--- config.mk ---
export PLATFORM = sky130hd
export DESIGN_NAME = operand_fetch_regfile
export DESIGN_NICKNAME = d
export VERILOG_FILES = /design/src/rtl/operand_fetch_regfile_pkg.sv /design/src/rtl/operand_fetch_regfile_regfile_8x16.sv /design/src/rtl/operand_fetch_regfile.sv
export SDC_FILE = /design/constraint.sdc
export NUM_CORES = 1
export LEC_CHECK = 0
export ABC_AREA = 1
export CAP_MARGIN = 20
export CORE_UTILIZATION = 45
export CTS_BUF_LIST = sky130_fd_sc_hd__clkbuf_8
export DETAILED_ROUTE_END_ITERATION = 6
export PLACE_DENSITY = 0.64
export SLEW_MARGIN = 20
export SYNTH_ARGS = -nofsm -noshare
export SYNTH_HDL_FRONTEND = slang
export SYNTH_SLANG_ARGS = --single-unit
--- constraint.sdc ---
create_clock -name clk -period 4.1 [get_ports clk]
set_input_delay 0.82 -clock clk [delete_from_list [all_inputs] [get_ports clk]]
set_output_delay 0.82 -clock clk [all_outputs]
set_load 0.005 [all_outputs]
--- src/rtl/operand_fetch_regfile_pkg.sv ---
// operand_fetch_regfile_pkg: shared sizes, sequencer states and shift codes
package operand_fetch_regfile_pkg;
  localparam int WIDTH_D = 16;
  localparam int NREGS_D = 8;
  localparam int RIDX_D = 3;
  typedef enum logic [1:0] {
    S_IDLE  = 2'd0,
    S_RD_A  = 2'd1,
    S_RD_B  = 2'd2,
    S_VALID = 2'd3
  } state_t;
  localparam logic [1:0] SH_NONE = 2'b00;
  localparam logic [1:0] SH_LSL = 2'b01;
  localparam logic [1:0] SH_LSR = 2'b10;
  localparam logic [1:0] SH_ASR = 2'b11;
endpackage

--- src/rtl/operand_fetch_regfile_regfile_8x16.sv ---
// regfile_8x16: register storage with one synchronous write and one combinational read port
module regfile_8x16
  import operand_fetch_regfile_pkg::*;
#(
  parameter int WIDTH = WIDTH_D,
  parameter int NREGS = NREGS_D,
  parameter int RIDX = RIDX_D
) (
  input  logic             clk,
  input  logic             reset,
  input  logic             write,
  input  logic [RIDX-1:0]  writenum,
  input  logic [WIDTH-1:0] data_in,
  input  logic [RIDX-1:0]  rsel,
  output logic [WIDTH-1:0] rdata
);
  logic [WIDTH-1:0] regs [NREGS];
  always_ff @(posedge clk) begin
    if (reset) regs <= '{default: '0};
    else if (write) regs[writenum] <= data_in;
  end
  assign rdata = regs[rsel];
endmodule

--- src/rtl/operand_fetch_regfile.sv ---
// operand_fetch_regfile: register file plus sequencer fetching an A/B operand bundle
module operand_fetch_regfile
  import operand_fetch_regfile_pkg::*;
#(
  parameter int WIDTH = WIDTH_D,
  parameter int NREGS = NREGS_D,
  parameter int RIDX = RIDX_D
) (
  input  logic             clk,
  input  logic             reset,
  input  logic             write,
  input  logic [RIDX-1:0]  writenum,
  input  logic [WIDTH-1:0] data_in,
  input  logic             start,
  input  logic [RIDX-1:0]  rn,
  input  logic [RIDX-1:0]  rm,
  input  logic [1:0]       shift_in,
  input  logic             opnd_ack,
  output logic             busy,
  output logic             opnd_valid,
  output logic [WIDTH-1:0] A_out,
  output logic [WIDTH-1:0] B_out,
  output logic [1:0]       shift_out
);
  state_t state, state_n;
  logic [RIDX-1:0] rn_q, rm_q, rsel;
  logic [WIDTH-1:0] rdata;
  logic accept;
  regfile_8x16 #(.WIDTH(WIDTH), .NREGS(NREGS), .RIDX(RIDX)) u_rf (
    .clk(clk), .reset(reset), .write(write), .writenum(writenum),
    .data_in(data_in), .rsel(rsel), .rdata(rdata)
  );
  always_comb begin
    accept = start && (state == S_IDLE || (state == S_VALID && opnd_ack));
    state_n = accept ? S_RD_A :
              state == S_RD_A ? S_RD_B :
              state == S_RD_B ? S_VALID :
              (state == S_VALID && opnd_ack) ? S_IDLE : state;
    rsel = state == S_RD_B ? rm_q : rn_q;
    busy = state != S_IDLE;
    opnd_valid = state == S_VALID;
  end
  always_ff @(posedge clk) begin
    if (reset) begin
      state <= S_IDLE;
      rn_q <= '0;
      rm_q <= '0;
      shift_out <= '0;
      A_out <= '0;
      B_out <= '0;
    end else begin
      state <= state_n;
      if (accept) {rn_q, rm_q, shift_out} <= {rn, rm, shift_in};
      if (state == S_RD_A) A_out <= rdata;
      if (state == S_RD_B) B_out <= rdata;
    end
  end
endmodule

Word-level counts from Yosys, hierarchy flattened
Cells that the tools add are included.

word-level totals
  register bits after elaboration = 170
  input bits = 32

cells by class
  multiplexer cells = 11
  bitwise gates (word level) = 2
  $lt $le $gt $ge = 3
  reductions and logical operators = 9
  eq/ne operators = 3

operator list
  cell                                                                   count
  128-bit bitwise mux                                                    1
  16-bit binary-select mux with 3-bit select                             1
  16-bit demux with 3-bit select                                         1
  16-bit two-way mux                                                     3
  4-bit >= comparator (second input constant)                            2
  3-bit inverter with 4-bit output                                       2
  2-bit two-way mux                                                      3
  2-bit == test (second input constant)                                  2
  4-bit by 1-bit < comparator with 1-bit output (second input constant)  1
  4-bit nonzero test                                                     1
  1-bit logical AND                                                      3
  3-bit two-way mux                                                      1
  3-bit nonzero test                                                     1
  2-bit by 1-bit == test with 1-bit output (second input constant)       1
  2-bit logical NOT                                                      1
  2-bit nonzero test                                                     1
  2-bit OR reduction                                                     1
  1-bit logical OR                                                       1
  1-bit two-way mux                                                      1

Logic depth before layout (Yosys ltp)
Gate-level depths: netlist (run 1).

  word-level depth = 6
  gate-level depth with buffers = 12
  mapped depth without buffers = 10

Modules after synthesis
From an unflattened synthesis (run 1), not the netlist that was laid out.

unflattened totals
  cell total of the unflattened synthesis = 1212
  area total of the unflattened synthesis = 7802.5 µm²

by module, submodules not included
  module                 instances  cells each  area each (µm²)
  regfile_8x16           1          996         6148.4
  operand_fetch_regfile  1          216         1654.1

Worst setup path before layout (run 1)
Ideal clock, no wire load.

  kind = input to register
  start point = input port opnd_ack
  end point = register rn_q[0]
  path slack = 2.304 ns
  data required time = 3.972 ns
  setup time = 0.128 ns
  stages = 6
  arrival time = 1.668 ns
  buffers on the path = 1
  path through = nand2_1 -> a21oi_1 -> inv_1 -> clkbuf_1 -> o21ai_0 -> a21oi_1

on the way
  longest elaborated chain between the ends = 3

RTL lines
  item                  line                         RTL
  from (decl)           operand_fetch_regfile.sv:18  input logic opnd_ack,
  1-bit logical AND     operand_fetch_regfile.sv:34  accept = start && (state == S_IDLE || (state == S_VALID && opnd_ack));
  1-bit logical OR      operand_fetch_regfile.sv:34
  1-bit logical AND     operand_fetch_regfile.sv:34
  to (signal assigned)  operand_fetch_regfile.sv:53  if (accept) {rn_q, rm_q, shift_out} <= {rn, rm, shift_in};
  to (decl)             operand_fetch_regfile.sv:26  logic [RIDX-1:0] rn_q, rm_q, rsel;

Every way passes these cells.
A chain may end at the register's enable or synchronous reset.

Final worst setup path (run 1)
  start point = register state[0]
  end point = register A_out[12]

on the way
  longest elaborated chain between the ends = 6
  elaborated cells on any way between the ends = 7

RTL lines
  item                                                    line                                      RTL
  from (decl)                                             operand_fetch_regfile.sv:25               state_t state, state_n;
  from (signal assigned)                                  operand_fetch_regfile.sv:52               state <= state_n;
  2-bit == test                                           operand_fetch_regfile.sv:39               rsel = state == S_RD_B ? rm_q : rn_q;
  3-bit two-way mux                                       operand_fetch_regfile.sv:39
  3-bit inverter with 4-bit output (implied by the code)  operand_fetch_regfile_regfile_8x16.sv:22  assign rdata = regs[rsel];
  16-bit binary-select mux with 3-bit select              operand_fetch_regfile_regfile_8x16.sv:22
  16-bit two-way mux (implied by the code) (2 in series)  operand_fetch_regfile_regfile_8x16.sv:22
  to (signal assigned)                                    operand_fetch_regfile.sv:54               if (state == S_RD_A) A_out <= rdata;
  to (decl)                                               operand_fetch_regfile.sv:21               output logic [WIDTH-1:0] A_out,

Parallel ways exist; a longest one is shown, timed or not. The select of a mux whose other input is x is not followed.

==> results of run 1 <==
## per-stage QoR
step | instance area (um^2) | hold slack (ns) | utilization (%) | total power, mW
after floorplan | 7410 | 0.430 | - | 3.02
after detailed placement | 8070 | 0.443 | 50.5 | 3.67
after CTS | 8500 | 0.457 | 53.1 | 4.93
after global placement | 8070 | 0.440 | 50.5 | 3.67
after global routing | 8510 | 0.472 | 53.2 | 5.22
final | 8510 | 0.456 | 53.2 | 4.89
## registers in the layout, summed over array words and instances, names as in the netlist
| signal | count |
|---|---|
| A_out | 16 |
| B_out | 16 |
| rm_q | 3 |
| rn_q | 3 |
| shift_out | 2 |
| state | 2 |
| u_rf.regs | 128 |
## cell families (layout without fill, tap and decap cells)
family          count (synthesis)  count (layout)  synth area share [%]
fa+ha+maj                       4               4                 0.676
buf+inv                       224             255                  12.3
simple gates                  291             291                  18.5
flops                         170             170                  45.9
compound gates                331             331                  22.6
## final timing paths
path                                                  from                         end  slack (ns)
worst max-delay path                 state[0]$_SDFFE_PP0P_      A_out[12]$_SDFFE_PP0P_        1.47
worst min-delay path            u_rf.regs[43]$_SDFFE_PP0P_  u_rf.regs[43]$_SDFFE_PP0P_        0.46
worst max register to register       state[0]$_SDFFE_PP0P_      A_out[12]$_SDFFE_PP0P_        1.47
worst min register to register  u_rf.regs[43]$_SDFFE_PP0P_  u_rf.regs[43]$_SDFFE_PP0P_        0.46
## where the power goes
part / internal (mW) / switching [mW]
clock network: 0.611 / 0.654
registers: 1.83 / 0.0834
logic: 0.631 / 1.08
total: 3.08 / 1.81
## area by class of cell
class	count	area [um^2]
well taps	216	270
multi-input cells	626	3100
clock inverters	15	189
flip-flops and latches	170	3400
clock buffers	17	234
inverters	146	549
fillers	1597	7490
repair buffers	77	766
## Yosys cell counts, drive strengths merged
cell	number	area (um^2)
a21oi	159	796
ha	4	50.1
nand2	77	299
clkbuf	48	180
a311oi	1	8.76
o21ai	171	871
nor2	34	146
nand3b	8	60.1
nor3b	1	7.51
inv	146	548
dfxtp	170	3400
nor3	2	10.0
nand3	169	846
buf	30	181
## metal layers
metal	global-route usage [%]	vias to the layer above	part of all wire, %
li1	-	3409	-
met1	34.9	3043	47
met2	40.7	133	48
met3	3.69	24	3.7
met4	8.48	0	1.3
met5	0	-	0
## worst reg2reg max path: stages (launching register included)
cell and delay, ns:
dfxtp_1 0.33, inv_1 0.10, ha_1 0.55, inv_2 0.11, nand2_2 0.09, buf_4 0.59, nand3_1 0.18, nand3_1 0.15
nand3_1 0.11, nand2_1 0.19, a21oi_1 0.09
==> out/qor.yml, run 1 <==
setup_path:
  rr_worst_depth: 10
  end_kind: "register"
  critPathKind: "reg -> reg"
  worst-path-buf-inv: 3
  crit_path_max_fanout: 64
  crit_family: "buffers and inverters"
  cp_common_cell: "nand3_1"
  crit_slowest_cell: "buf_4"
  arrival_ns: 2.96
  crit_chain: "inv_1, ha_1, inv_2, nand2_2, buf_4, nand3_1, nand3_1, nand3_1, nand2_1, a21oi_1"
  start_kind: "register"
  critical_path_required_ns: 4.43
  cp_num_cells: 10
  max_stage_delay_ns: 0.59
floorplanning:
  start_util_pct: 46.3
  ios: 68
  row_count: 46
  die_width_um: 130
  core_area_um2: 16000
  die_height_um: 130
  die_area_um2: 17000
place:
  post-place-ws_ns: 1.36
  gp_congestion: 0.755
  post-dp-hpwl_um: 11800
  place_inst: 1234
  io_buffers: 67
finish:
  drive_above_1_share_pct: 5.04
  nets: 1074
  diodes: 0
  area_growth_pct: 14.9
  fin_cells: 1267
  layout_commonest_cell: "dfxtp_1"
  final_cell_mix: "dfxtp_1, nand3_1, o21ai_0"
drt:
  drt_iter0_drc: 618
  drt-total-wl_um: 20000
  wl_per_cell_um: 15.8
  dr.pass1.iters: 5
  vias_per_cell: 5.22
  route.detailed.drc: 0
  vias: 6609
  final_antenna_net_count: 0
outcome:
  status: "finished clean"
logic_synthesis:
  syn_area_per_cell_um2: 7.26
  syn-instance-count: 1020
  synth-seq-area-share_pct: 45.9
  synth.distinct_cells: 25
  ys.warnings.count: 0
  syn-cell-area_um2: 7410
  syn_nets: 1056
  synth-seq-cells: 170
clock_tree:
  tritoncts: "done"
  clkSinkCount: 170
  htreeDepth: 4
  cts_hold_buf: 0
  cts_made_buffers: 17
  post_cts_buffers: 0
  clk_pin_slew_ns: 0.09
  clock-root-buffer: "clkbuf_8"
  clk_latency_ns: 0.47
  cts.repair.resized: 0
  cts_buffer_depth: 2
timing:
  fin_ws_ns: 1.47
  hold_violations: 0
  slew_headroom_pct: 29.9
  tightest_slew_ns: 1.05
  fmax_mhz: 380
  drv_slew: 0
  clock-skew-final_ns: 0.0115
  setup_viol: 0
  period_needed_ns: 2.63
  setup_tns_ns: 0
  post-route-period-util_pct: 64.2
  rsz0062_at_grt: "false"
global_routing:
  grt_pass1_wl_um: 32800
  grt_pass1_vias: 6098
  gr-total-overflow: 0
  antenna_found_initial: 0
  grt_max_degree: 106
  grtUsageTotal_pct: 25.4
min_path:
  whs_path_depth: 2
  min_path_type: "reg -> reg"
power_and_ir_drop:
  ir_worst_vdd_uv: 259
  p_leak_nw: 3.31
  powerDensity_nw_per_um2: 575
run:
  maxCapViolCount: 0
Power figures use the tool's default switching activity.
==> inputs of run 2 (changes only) <==
==> constraint.sdc (replaced) <==
create_clock -name clk -period 2.68 [get_ports clk]
set_input_delay 0.536 -clock clk [delete_from_list [all_inputs] [get_ports clk]]
set_output_delay 0.536 -clock clk [all_outputs]
set_load 0.005 [all_outputs]
==> run 2 against run 1 <==
  * Flip-flop and latch count is the same
  * Die area unchanged
  * Cell count increased by 1.2%
  * Critical path depth grew 1
  * Routed wire length is 3.8% higher
  * Utilization increased by 0.59 points
  * Fmax increased by 17%
  * Sequential power is 53% higher
  * Clock-buffer cell count stayed put
  * Critical endpoint is now A_out[13]$_SDFFE_PP0P_
  * Largest cell class unchanged
  * Highest routed layer unchanged
==> out/qor.yml, run 2 (synthesis gave the netlist of run 1 again) <==
setup_path:
  end_kind: "register"
  crit_start: "state[0]$_SDFFE_PP0P_"
  max_stage_delay_ns: 0.37
  rr_startpoint: "state[0]$_SDFFE_PP0P_"
  arrival_ns: 2.61
  crit_path_max_fanout: 32
  crit_slowest_cell: "dfxtp_1"
  cp_common_cell: "nand2_1"
  r2r-end: "A_out[13]$_SDFFE_PP0P_"
  critPathKind: "reg -> reg"
  start_kind: "register"
  rr_worst_depth: 11
  r2r_slack_ns: 0.43
  critical_path_required_ns: 3.03
  crit_chain: "inv_1, ha_1, inv_2, nand2_2, nand2_1, buf_4, nand2_1, nand3_1, nand3_1, nand2_1, a21oi_1"
drt:
  vias: 6732
  drt_iter0_drc: 570
  wl_per_cell_um: 16.2
  route.detailed.drc: 0
  final_antenna_net_count: 0
  dr.pass1.iters: 5
  vias_per_cell: 5.25
  drt-total-wl_um: 20800
min_path:
  worstHoldStart: "u_rf.regs[8]$_SDFFE_PP0P_"
  min_path_type: "reg -> reg"
  hold_end: "u_rf.regs[8]$_SDFFE_PP0P_"
  whs_path_depth: 2
power_and_ir_drop:
  pwr-share-clk_pct: 24.2
  power.share.switching_pct: 37.4
  ir_worst_vdd_uv: 634
  p_int_mw: 4.65
  total_power_mw: 7.43
  p_leak_nw: 3.37
  p_sw_mw: 2.78
  seq_power_share_pct: 39.6
  p_comb_share_pct: 36.2
  powerDensity_nw_per_um2: 863
finish:
  reg_top3: "u_rf.regs x128, A_out x16, B_out x16"
  fin_util_pct: 53.8
  area_growth_pct: 16.2
  final_cell_mix: "dfxtp_1, nand3_1, o21ai_0"
  max_flop_register: "u_rf.regs"
  drive_above_1_share_pct: 6.29
  fin_cells: 1282
  diodes: 0
  nets: 1089
  largest_reg_flops: 128
  layout_commonest_cell: "dfxtp_1"
place:
  place_inst: 1250
  post-place-ws_ns: 0.297
  post-dp-hpwl_um: 12900
  io_buffers: 67
  gp_congestion: 0.807
clock_tree:
  clkSinkCount: 170
  cts.repair.resized: 0
  htreeDepth: 4
  clock-root-buffer: "clkbuf_8"
  post_cts_buffers: 0
  clk_pin_slew_ns: 0.09
  cts_made_buffers: 17
  clk_latency_ns: 0.47
  cts_hold_buf: 0
  cts_buffer_depth: 2
  tritoncts: "done"
global_routing:
  grt_max_degree: 109
  antenna_found_initial: 0
  gr-total-overflow: 0
  grt_pass1_wl_um: 33000
  grt_pass1_vias: 6194
  grtUsageTotal_pct: 25.7
timing:
  tightest_slew_ns: 0.924
  hold_violations: 0
  setup_tns_ns: 0
  setup_viol: 0
  fmax_mhz: 444
  slew_headroom_pct: 38.4
  post-route-period-util_pct: 84.1
  drv_slew: 0
  rsz0062_at_grt: "false"
  period_needed_ns: 2.25
  clock-skew-final_ns: 0.0102
  fin_ws_ns: 0.427
floorplanning:
  die_area_um2: 17000
  ios: 68
  die_height_um: 130
  core_area_um2: 16000
  start_util_pct: 46.3
  row_count: 46
  die_width_um: 130
outcome:
  status: "finished clean"
run:
  maxCapViolCount: 0
## run 2: worst max path at each step
stage / to / slack [ns] / cells past startpoint
after detailed placement: u_rf.regs[16]$_SDFFE_PP0P_ / 0.30 / 8
after global placement: u_rf.regs[29]$_SDFFE_PP0P_ / 0.38 / 8
after CTS: A_out[13]$_SDFFE_PP0P_ / 0.44 / 11
final: A_out[13]$_SDFFE_PP0P_ / 0.43 / 11
after global routing: A_out[0]$_SDFFE_PP0P_ / 0.17 / 11
after floorplan: A_out[5]$_SDFFE_PP0P_ / 1.06 / 10
## run 2: power by group through the flow
stage	Combinational, mW	Clock, mW	Sequential (mW)
finish	2.69	1.80	2.94
global route	3.01	1.92	2.97
detailed placement	2.68	0	3.00
global placement	2.66	0	3.00
CTS	2.69	1.82	2.94
floorplan	1.64	0	2.98
## run 2: cell type report
class                   instances  area (um^2)
repair buffers                 92          896
multi-input cells             626         3100
clock buffers                  17          234
fillers                      1631         7400
flip-flops and latches        170         3400
well taps                     216          270
clock inverters                15          153
inverters                     146          549
## run 2: layer usage
metal	track usage, %	part of all wire (%)	vias up
li1	-	-	3448
met1	34.5	46	3096
met2	41.6	47	163
met3	4.92	5.0	25
met4	8.21	1.9	0
met5	0	0	-
## run 2: stage by stage
stage | instance area, um^2 | hold WS, ns
6_report | 8600 | 0.457
5_1_grt | 8600 | 0.470
4_1_cts | 8600 | 0.457
3_5_place_dp | 8220 | 0.444
3_3_place_gp | 8220 | 0.440
2_1_floorplan | 7410 | 0.430
## run 2: worst max-delay path, delay by kind of cell, from the launching register on
| kind | cells | cell delay, ns |
|---|---|---|
| buffers and inverters | 3 | 0.56 |
| AOI/OAI and AO/OA | 1 | 0.08 |
| DFF | 1 | 0.37 |
| adders and majority gates | 1 | 0.33 |
| and+or+nand+nor | 6 | 0.80 |
==> inputs of run 3 (changes only) <==
==> constraint.sdc (replaced) <==
create_clock -name clk -period 2.2 [get_ports clk]
set_input_delay 0.44 -clock clk [delete_from_list [all_inputs] [get_ports clk]]
set_output_delay 0.44 -clock clk [all_outputs]
set_load 0.005 [all_outputs]
==> run 3 against run 2 <==
  * Worst setup slack lost 0.32 ns
  * Utilization grew 1.1 points
  * Flip-flop and latch count is the same
==> out/qor.yml, run 3 (synthesis gave the netlist of run 1 again) <==
finish:
  fin_cells: 1284
  final_cell_mix: "dfxtp_1, nand3_1, o21ai_0"
  drive_above_1_share_pct: 6.37
  nets: 1091
  final-seq-area_um2: 3400
  max_flop_register: "u_rf.regs"
  diodes: 0
  largest_reg_flops: 128
  fin_util_pct: 54.9
  reg_top3: "u_rf.regs x128, A_out x16, B_out x16"
  fill_cells: 1597
  area_growth_pct: 18.6
  multiInputGateArea_um2: 3100
power_and_ir_drop:
  seq_power_share_pct: 38.2
  powerDensity_nw_per_um2: 1070
  pwr-share-clk_pct: 26.2
  p_leak_nw: 3.49
  power.share.switching_pct: 35.1
  p_int_mw: 6.12
  total_power_mw: 9.42
  ir_worst_vdd_uv: 656
  p_sw_mw: 3.31
  p_comb_share_pct: 35.6
setup_path:
  max_stage_delay_ns: 0.49
  end_kind: "output port"
  crit_chain: "inv_1, ha_1, inv_1, clkdlybuf4s50_1"
  critPathKind: "reg -> out"
  cp_common_cell: "inv_1"
  crit_slowest_cell: "clkdlybuf4s50_1"
  critical_path_required_ns: 1.76
  start_kind: "register"
  arrival_ns: 1.65
  crit_path_max_fanout: 3
drt:
  wl_per_cell_um: 16.6
  final_antenna_net_count: 0
  vias: 6777
  dr.pass1.iters: 5
  drt_iter0_drc: 548
  drt-total-wl_um: 21300
  route.detailed.drc: 0
  vias_per_cell: 5.28
clock_tree:
  clk_latency_ns: 0.46
  htreeDepth: 4
  clock-root-buffer: "clkbuf_8"
  tritoncts: "done"
  clkSinkCount: 170
  cts_made_buffers: 17
  cts_buffer_depth: 2
  clk_pin_slew_ns: 0.08
outcome:
  status: "finished clean"
place:
  io_buffers: 67
  gp_congestion: 0.870
  place_inst: 1252
  post-dp-hpwl_um: 13700
floorplanning:
  start_util_pct: 46.3
  core_area_um2: 16000
  die_width_um: 130
  die_height_um: 130
  die_area_um2: 17000
  ios: 68
  row_count: 46
global_routing:
  grt_pass1_wl_um: 33100
  gr-total-overflow: 0
  antenna_found_initial: 0
  grtUsageTotal_pct: 25.9
  grt_max_degree: 65
  grt_pass1_vias: 6067
timing:
  hold_violations: 0
  setup_viol: 0
  drv_slew: 0
  tightest_slew_ns: 0.431
  clock-skew-final_ns: 0.0110
  fmax_mhz: 478
  post-route-period-util_pct: 95.1
  hold_slack_ns: 0.452
  slew_headroom_pct: 71.2
  period_needed_ns: 2.09
  setup_tns_ns: 0
  rsz0062_at_grt: "false"
run:
  maxCapViolCount: 0
min_path:
  min_path_type: "reg -> reg"
## run 3: cell count changes in the layout (fill, tap and decap cells not counted), moves of 2 or more
cell | previous run | this run
clkbuf_8 | 17 | 22
clkinv_4 | 2 | 0
clkinvlp_4 | 7 | 0
inv_1 | 144 | 146
buf_4 | 22 | 16
buf_12 | 3 | 11
bufinv_16 | 2 | 4
## run 3: cell type report
class,count,area share [%]
Inverter,146,6.25
Multi-Input combinational cell,626,35.3
Clock buffer,22,3.45
Sequential cell,170,38.8
Timing Repair Buffer,94,11.5
Tap cell,216,3.08
Clock inverter,10,1.67
## run 3: repair_timing
| action | 4_1_cts | 5_1_grt |
|---|---|---|
| hold buffers | 0 | 0 |
| endpoints found under the setup margin | 0 | 1 |
| resized for setup | 0 | 1 |
| setup buffers | 0 | 0 |
## run 3: metrics by stage
stage	setup WS, ns	cell area, um^2
after global placement	0.245	8330
final	0.108	8780
after floorplan	0.577	7410
after CTS	0.0510	8780
after global routing	0.00362	8780
after detailed placement	0.227	8330
## run 3: layer usage
| layer | up-vias | part of all wire (%) | track usage, % |
|---|---|---|---|
| met5 | - | 0 | 0 |
| met4 | 0 | 2.7 | 10.5 |
| met3 | 36 | 4.4 | 4.43 |
| met2 | 176 | 48 | 42.2 |
| met1 | 3114 | 45 | 34.0 |
| li1 | 3451 | - | - |
## run 3: path summary, 6_finish.rpt
| check | end | from | slack (ns) | depth (start not counted) |
|---|---|---|---|---|
| worst max-delay path | busy | state[1]$_SDFFE_PP0P_ | 0.11 | 4 |
| worst min-delay path | u_rf.regs[67]$_SDFFE_PP0P_ | u_rf.regs[67]$_SDFFE_PP0P_ | 0.45 | 2 |
| worst max register to register | A_out[13]$_SDFFE_PP0P_ | state[0]$_SDFFE_PP0P_ | 0.18 | 10 |
| worst min register to register | u_rf.regs[67]$_SDFFE_PP0P_ | u_rf.regs[67]$_SDFFE_PP0P_ | 0.45 | 2 |
## run 3: worst max-delay path: cells and delay by family (launching register included)
| family | cells | cell delay [ns] |
|---|---|---|
| buffers and inverters | 3 | 0.64 |
| adders and majority gates | 1 | 0.19 |
| DFF | 1 | 0.36 |
## run 3: power by group through the flow
stage	combinational, mW	sequential (mW)	clock, mW
6_report	3.35	3.60	2.47
5_1_grt	3.71	3.63	2.64
4_1_cts	3.35	3.60	2.51
3_5_place_dp	3.33	3.67	0
3_3_place_gp	3.33	3.67	0
2_1_floorplan	2.00	3.63	0
